**src/rtl/serial_add_ctrl.sv**
```systemverilog
// serial_add_ctrl: bit-serial adder built around one shared full adder.
// It processes one bit per cycle, LSB first, and runs IDLE -> RUN -> FIN.
// The optional subtract mode is enabled with the SERIAL_ADD_SUB_EN macro.
// When the macro is defined, the SUB port exists and A-B is computed as
// A + ~B + 1.
module serial_add_ctrl #(
  parameter int unsigned WIDTH = 8
) (
  input  logic             CLKIN,
  input  logic             RESETN,
  input  logic             START,
  input  logic [WIDTH-1:0] A,
  input  logic [WIDTH-1:0] B,
`ifdef SERIAL_ADD_SUB_EN
  input  logic             SUB,
`endif
  output logic             READY,
  output logic             BUSY,
  output logic             DONE,
  output logic [WIDTH-1:0] O,
  output logic             COUT
);

  localparam int unsigned   CW   = (WIDTH > 1) ? $clog2(WIDTH) : 1;
  localparam logic [CW-1:0] LAST = CW'(WIDTH - 1);

  typedef enum logic [1:0] {
    IDLE = 2'd0,
    RUN  = 2'd1,
    FIN  = 2'd2
  } state_t;

  state_t           state;
  state_t           state_nxt;
  logic [CW-1:0]    cnt;
  logic [WIDTH-1:0] a_q;
  logic [WIDTH-1:0] b_q;
  logic [WIDTH-1:0] res;
  logic [WIDTH-1:0] res_nxt;
  logic             carry;
  logic             a_bit;
  logic             b_bit;
  logic             sum_bit;
  logic             carry_nxt;
  logic             carry_init;
  logic             last_bit;
`ifdef SERIAL_ADD_SUB_EN
  logic             sub_q;
`endif

  assign last_bit = (cnt == LAST);

  // State register
  always_ff @(posedge CLKIN) begin
    if (!RESETN) state <= IDLE;
    else         state <= state_nxt;
  end

  // Next-state logic
  always_comb begin
    state_nxt = state;
    unique case (state)
      IDLE:    if (START)    state_nxt = RUN;
      RUN:     if (last_bit) state_nxt = FIN;
      FIN:                   state_nxt = IDLE;
      default:               state_nxt = IDLE;
    endcase
  end

  // Status outputs decoded directly from the state
  always_comb begin
    READY = (state == IDLE);
    BUSY  = (state == RUN);
    DONE  = (state == FIN);
  end

  // Shared full adder on the current bit, and the result with that bit merged in.
  // In subtract mode the B bit is inverted here and the carry starts at 1 on acceptance.
  always_comb begin
    a_bit = a_q[cnt];
`ifdef SERIAL_ADD_SUB_EN
    b_bit      = b_q[cnt] ^ sub_q;
    carry_init = SUB;
`else
    b_bit      = b_q[cnt];
    carry_init = 1'b0;
`endif
    sum_bit       = a_bit ^ b_bit ^ carry;
    carry_nxt     = (a_bit & b_bit) | (a_bit & carry) | (b_bit & carry);
    res_nxt       = res;
    res_nxt[cnt]  = sum_bit;
  end

  // Datapath: latch operands on acceptance, then do one bit per RUN cycle.
  // O and COUT are written only on the final RUN edge.
  always_ff @(posedge CLKIN) begin
    if (!RESETN) begin
      cnt   <= '0;
      a_q   <= '0;
      b_q   <= '0;
      res   <= '0;
      carry <= 1'b0;
      O     <= '0;
      COUT  <= 1'b0;
`ifdef SERIAL_ADD_SUB_EN
      sub_q <= 1'b0;
`endif
    end else begin
      unique case (state)
        IDLE: begin
          if (START) begin
            a_q   <= A;
            b_q   <= B;
            carry <= carry_init;
            cnt   <= '0;
`ifdef SERIAL_ADD_SUB_EN
            sub_q <= SUB;
`endif
          end
        end
        RUN: begin
          res   <= res_nxt;
          carry <= carry_nxt;
          if (last_bit) begin
            cnt  <= '0;
            O    <= res_nxt;
            COUT <= carry_nxt;
          end else begin
            cnt <= cnt + 1'b1;
          end
        end
        default: ;
      endcase
    end
  end

endmodule

```
**config.mk**
```make
export PLATFORM = sky130hd
export DESIGN_NAME = serial_add_ctrl
export DESIGN_NICKNAME = d
export VERILOG_FILES = /design/src/rtl/serial_add_ctrl.sv
export SDC_FILE = /design/constraint.sdc
export NUM_CORES = 1
export LEC_CHECK = 0
export CAP_MARGIN = 40
export CORE_MARGIN = 1
export CORE_UTILIZATION = 59
export CTS_BUF_LIST = sky130_fd_sc_hd__clkbuf_4
export DETAILED_ROUTE_END_ITERATION = 8
export GPL_TIMING_DRIVEN = 0
export PLACE_DENSITY = 0.87
export SKIP_CTS_REPAIR_TIMING = 1
export SYNTH_ARGS = -nofsm -noshare
export SYNTH_HDL_FRONTEND = slang
export SYNTH_SLANG_ARGS = --single-unit
```
**constraint.sdc**
```tcl
create_clock -name CLKIN -period 3.8 [get_ports CLKIN]
set_input_delay 1.14 -clock CLKIN [delete_from_list [all_inputs] [get_ports CLKIN]]
set_output_delay 1.14 -clock CLKIN [all_outputs]
set_load 0.05 [all_outputs]
```
Word level (Yosys, flattened, before mapping)
Cells that the tools add are included.
{"block": "word_totals", "rom_bits": 0, "ram_bits": 0, "in_bits": 19, "mem_count": 0, "output_inout_bits": 12, "latchBits": 0, "ff_bits": 39}
{"block": "op_classes", "multipliers": 0, "div_mod_pow": 0, "n_lt_le_gt_ge": 2, "n_shift": 0, "eq_ne": 5, "n_reduce_logical": 7, "n_mux": 15, "bitwise": 7, "addsub": 1}
{"operator": "8-bit bitwise mux", "n": 1}
{"operator": "2-bit AND reduction", "n": 4}
{"operator": "1-bit binary-select mux with 3-bit select", "n": 2}
{"operator": "3-bit two-way mux", "n": 2}
{"operator": "3-bit one-hot mux with 2 select lines", "n": 1}
{"operator": "3-bit by 4-bit < comparator with 1-bit output (second input constant)", "n": 1}
{"operator": "1-bit two-way mux", "n": 4}
{"operator": "2-bit two-way mux", "n": 2}
{"operator": "2-bit one-hot mux with 2 select lines", "n": 1}
{"operator": "3-bit by 1-bit adder with 3-bit output (second input constant)", "n": 1}
{"operator": "1-bit AND", "n": 3}
{"operator": "1-bit demux with 3-bit select", "n": 1}
{"operator": "3-bit equality test (second input constant)", "n": 1}
{"operator": "3-bit by 1-bit >= comparator with 1-bit output (second input constant)", "n": 1}
{"operator": "2-bit by 1-bit equality test with 1-bit output (second input constant)", "n": 1}
{"operator": "2-bit equality test (second input constant)", "n": 1}
{"operator": "2-bit zero test", "n": 1}
{"operator": "2-bit by 1-bit != test with 1-bit output (second input constant)", "n": 1}
{"operator": "2-bit != test (second input constant)", "n": 1}
{"operator": "1-bit bitwise OR", "n": 2}
{"operator": "1-bit one-hot mux with 2 select lines", "n": 1}
{"operator": "2-bit nonzero test", "n": 1}
{"operator": "1-bit bitwise XOR", "n": 2}
{"operator": "1-bit logical AND", "n": 1}

Logic depth before layout (Yosys ltp)
{"block": "depth", "ltp_word": 6, "ltp_mapped": 12}

Worst setup path before layout
No wires, ideal clock.
{"block": "synth_path", "path_type": "flip-flop to flip-flop", "startpoint": "reg cnt[2]", "endpoint": "reg O[3]", "n_path_buf": 1, "path_slack_ns": 1.308, "path_stages_with_launch": 11, "arrival_ns": 2.416, "t_required_ns": 3.724, "path_cell_list": "dfxtp_1 > mux2_4 > a221oi_2 > a31oi_1 > a211oi_1 > fa_1 > buf_2 > nor2b_1 > a31oi_1 > o21ai_0 > a21boi_0"}
{"block": "synth_between", "elab_chain_len": 5, "word_cells_on_any_way": 14, "classes_between": "2 x order compare; 1 x eq/ne; 7 x mux; 2 x bitwise; 2 x reduce/logical"}
{"element": "start: declaration", "line_no": "35", "rtl": "logic [CW-1:0] cnt;"}
{"element": "start signal: assignment", "line_no": "129", "rtl": "cnt <= cnt + 1'b1;"}
{"element": "3-bit by 4-bit < comparator with 1-bit output (not written as such) (tied with other cells)", "line_no": "91", "rtl": "res_nxt[cnt] = sum_bit;"}
{"element": "1-bit logical AND (not written as such) (tied with other cells)", "line_no": "91"}
{"element": "1-bit two-way mux (not written as such) or 1-bit bitwise XOR (tied branches)", "line_no": "91, 88"}
{"element": "1-bit demux with 3-bit select or 1-bit bitwise XOR (tied branches)", "line_no": "91, 88"}
{"element": "8-bit bitwise mux", "line_no": "91"}
{"element": "end signal: assignment", "line_no": "126", "rtl": "O <= res_nxt;"}
{"element": "end: declaration", "line_no": "20", "rtl": "output logic [WIDTH-1:0] O,"}
Several ways; a longest one is shown, not always the timed one. The select of a mux whose other input is x is not followed.
A chain may end at the register's enable or synchronous reset.

Final worst setup path
{"block": "layout_path", "startpoint": "reg state[1]", "endpoint": "out BUSY"}
{"block": "layout_between", "elab_chain_len": 1}
{"element": "start: declaration", "line_no": "33", "rtl": "state_t state;"}
{"element": "start signal: assignment", "line_no": "56", "rtl": "else state <= state_nxt;"}
{"element": "2-bit by 1-bit equality test with 1-bit output", "line_no": "73", "rtl": "BUSY = (state == RUN);"}
{"element": "end: declaration", "line_no": "18", "rtl": "output logic BUSY,"}
No other way between the ends.

==> flow_summary.yaml <==
worst_setup_path:
  end_kind: "primary output"
  critPathArrivalTime_ns: 1.84
  r2r_end: "O[3]"
  critical_path.startpoint_type: "register"
  worst-setup-path-type: "reg -> out"
  worst_ep_required_time_ns: 2.66
  reg2reg_from: "cnt[2]"
  cp_max_fo: 6
  r2r_cells: 10
  r2r_slack_ns: 0.97
place:
  io_buffers: 29
  pre_cts_ws_ns: 0.977
  gp_congestion: 0.871
  place_hpwl_um: 2810
outcome:
  outcome: "finished clean"
final_layout:
  post_route_cells_drive_above_1_share: 0.0930
  finalNetCount: 279
  post-route-util: 0.749
  area_delta_synth_final_pct: 21.3
  num_antenna_cells: 0
timing:
  fin_skew_ns: 0.0179
  fin_setup_tns_ns: 0
  slew_headroom: 0.672
  finalMaxSlewViolations: 0
  layout_setup_ws_ns: 0.816
  grt_setup_unrepaired: "false"
  setup_viol: 0
  finalCritPeriodShare: 0.785
  worstMarginPinSlew_ns: 0.491
  max_freq_ghz: 0.335
  hold_violations: 0
  period_minus_slack_ns: 2.98
yosys:
  syn_nets: 243
  synth_cells: 221
  ys_seq_area_frac: 0.417
  postSynthAreaPerCell_um2: 8.46
  ys_warn_count: 0
  synth_seq_cells: 39
  netlist_area_mm2: 0.00187
  ys_types: 40
clock_network:
  cts_max_path_buffers: 2
  worstSkewPairLatency_ns: 0.35
  path_clk_slew_ns: 0.11
  cts_inserted_buffers: 5
  cts.sinks: 39
  htreeDepth: 2
  cts-root-buf: "clkbuf_4"
  cts_tree: "built"
pwr:
  ir_worst_vdd_uv: 239
  p_int_mw: 0.550
  switching_share: 0.271
  power_density_mw_per_mm2: 333
  seq_power_share: 0.571
  pwr-share-clk: 0.277
  power_leakage_nw: 0.926
  p_sw_mw: 0.205
  p_comb_frac: 0.152
drt:
  drtPass1Iterations: 4
  drt.antenna.violating_nets: 0
  drc: 0
  viasPerCell: 5.49
  drtIter0Drc: 54
  wirelength_um: 3870
  vias: 1659
  wl_per_cell_um: 12.8
floorplan:
  start_util: 0.618
  pin_count: 31
  rows: 20
  core_mm2: 0.00303
  dieArea_mm2: 0.00340
  die_y_um: 58.3
  die_w_um: 58.3
run:
  cap_viol_max_count: 0
global_route:
  grt_pass1_vias: 1464
  gr-total-overflow: 0
  grt_max_degree: 12
  grt_pass1_wl_um: 6610
  grt.total_usage: 0.259
  antenna_found_initial: 0
min_path:
  hold_path_class: "reg -> reg"
  worstHoldEndpoint: "O[6]"
  holdPathStages: 2
  min-delay-start: "O[6]"
[flip-flops by register name, summed over array words and instances (netlist names)]
signal and count:
a_q 8, b_q 8, COUT 1, carry 1
state 2, res 8, O 8, cnt 3
[cells in the mapped netlist]
cell type	number	share of area
a211oi_1	1	0.0040
a21boi_0	22	0.088
a21boi_1	5	0.020
a21oi_1	6	0.016
a221oi_2	1	0.0080
a22oi_1	1	0.0040
a311o_1	1	0.0054
a31oi_1	3	0.010
and2_1	2	0.0067
and2b_1	2	0.0080
and3_1	2	0.0067
buf_2	4	0.011
buf_4	7	0.028
buf_6	1	0.0060
clkbuf_1	4	0.0080
dfxtp_1	39	0.42
fa_1	1	0.011
ha_1	2	0.013
inv_1	2	0.0040
mux2_2	1	0.0060
mux2_4	1	0.0080
mux2i_1	3	0.016
nand2_1	54	0.11
nand2_2	1	0.0033
nand2b_1	3	0.010
nand3_1	4	0.011
nand3b_1	3	0.012
nor2_1	12	0.024
nor2_2	1	0.0033
nor2b_1	3	0.010
nor3_1	6	0.016
nor3_2	1	0.0054
nor3b_1	1	0.0040
nor4_1	1	0.0033
o211a_1	9	0.048
o21a_1	2	0.0080
o21ai_0	5	0.013
o21ai_1	1	0.0027
o221ai_1	1	0.0047
or3_1	2	0.0067
[cell families after synthesis]
group,after synthesis,share of synthesized area
compound gates,58,0.233
fa+ha+maj,3,0.0241
buf+inv,18,0.0569
flops,39,0.417
mux,5,0.0301
simple gates,98,0.239
[cells in the final DEF, fill, tap and decap left out, types with 2 or more instances in the layout]
cell	synthesis	layout
a21boi_0	22	22
a21boi_1	5	5
a21oi_1	6	6
a31oi_1	3	3
and2_1	2	2
and2b_1	2	2
and3_1	2	2
buf_2	4	4
buf_4	7	7
clkbuf_1	4	4
clkbuf_4	0	6
clkdlybuf4s50_1	0	29
clkinv_1	0	2
dfxtp_1	39	39
ha_1	2	2
inv_1	2	2
mux2i_1	3	3
nand2_1	54	54
nand2b_1	3	3
nand3_1	4	4
nand3b_1	3	3
nor2_1	12	12
nor2b_1	3	3
nor3_1	6	6
o211a_1	9	9
o21a_1	2	2
o21ai_0	5	5
or3_1	2	2
[metal layers]
| metal | vias up | wire length [µm] | global-route usage |
|---|---|---|---|
| met1 | 773 | 1790 | 0.328 |
| met4 | 0 | 41 | 0.0850 |
| met3 | 6 | 179 | 0.0747 |
| li1 | 834 | - | - |
| met2 | 46 | 1870 | 0.425 |
| met5 | - | 0 | 0 |
[worst max path at each step]
| stage | startpoint | to | slack, ns | cells past startpoint |
|---|---|---|---|---|
| 2_1_floorplan | cnt[2] | O[3] | 1.31 | 10 |
| 3_5_place_dp | cnt[2] | O[0] | 0.98 | 10 |
| 5_1_grt | cnt[2] | O[0] | 0.72 | 10 |
| 4_1_cts | state[1] | BUSY | 0.81 | 3 |
| 6_report | state[1] | BUSY | 0.82 | 3 |
| 3_3_place_gp | cnt[2] | O[3] | 0.99 | 10 |
[area by class of cell]
class                           instances  area (µm²)
Clock buffer                            6        45.0
Tap cell                               44        55.1
Fill cell                             266         759
Clock inverter                          2        7.51
Multi-Input combinational cell        164         983
Buffer                                 16        98.8
Inverter                                2        7.51
Sequential cell                        39         781
Timing Repair Buffer                   29         290
[power by group through the flow]
stage / clock, mW / sequential (mW) / combinational (mW)
after floorplan: 0 / 0.438 / 0.0754
after global placement: 0 / 0.440 / 0.113
after detailed placement: 0 / 0.440 / 0.114
after CTS: 0.209 / 0.431 / 0.115
after global routing: 0.226 / 0.433 / 0.127
final: 0.209 / 0.431 / 0.115
[stage by stage]
stage	hold WS (ns)	instance area (µm²)	cells	power [mW]
finish	0.457	2270	302	0.755
CTS	0.461	2270	302	0.755
detailed placement	0.446	2220	294	0.555
global placement	0.442	2220	294	0.552
global route	0.473	2270	302	0.785
floorplan	0.435	1870	221	0.513
[worst max-delay path, stage by stage (launching register included)]
cell,delay (ns)
dfxtp_1,0.35
nand2b_1,0.15
inv_1,0.16
clkdlybuf4s50_1,0.83
(Power assumes the default switching activity.)
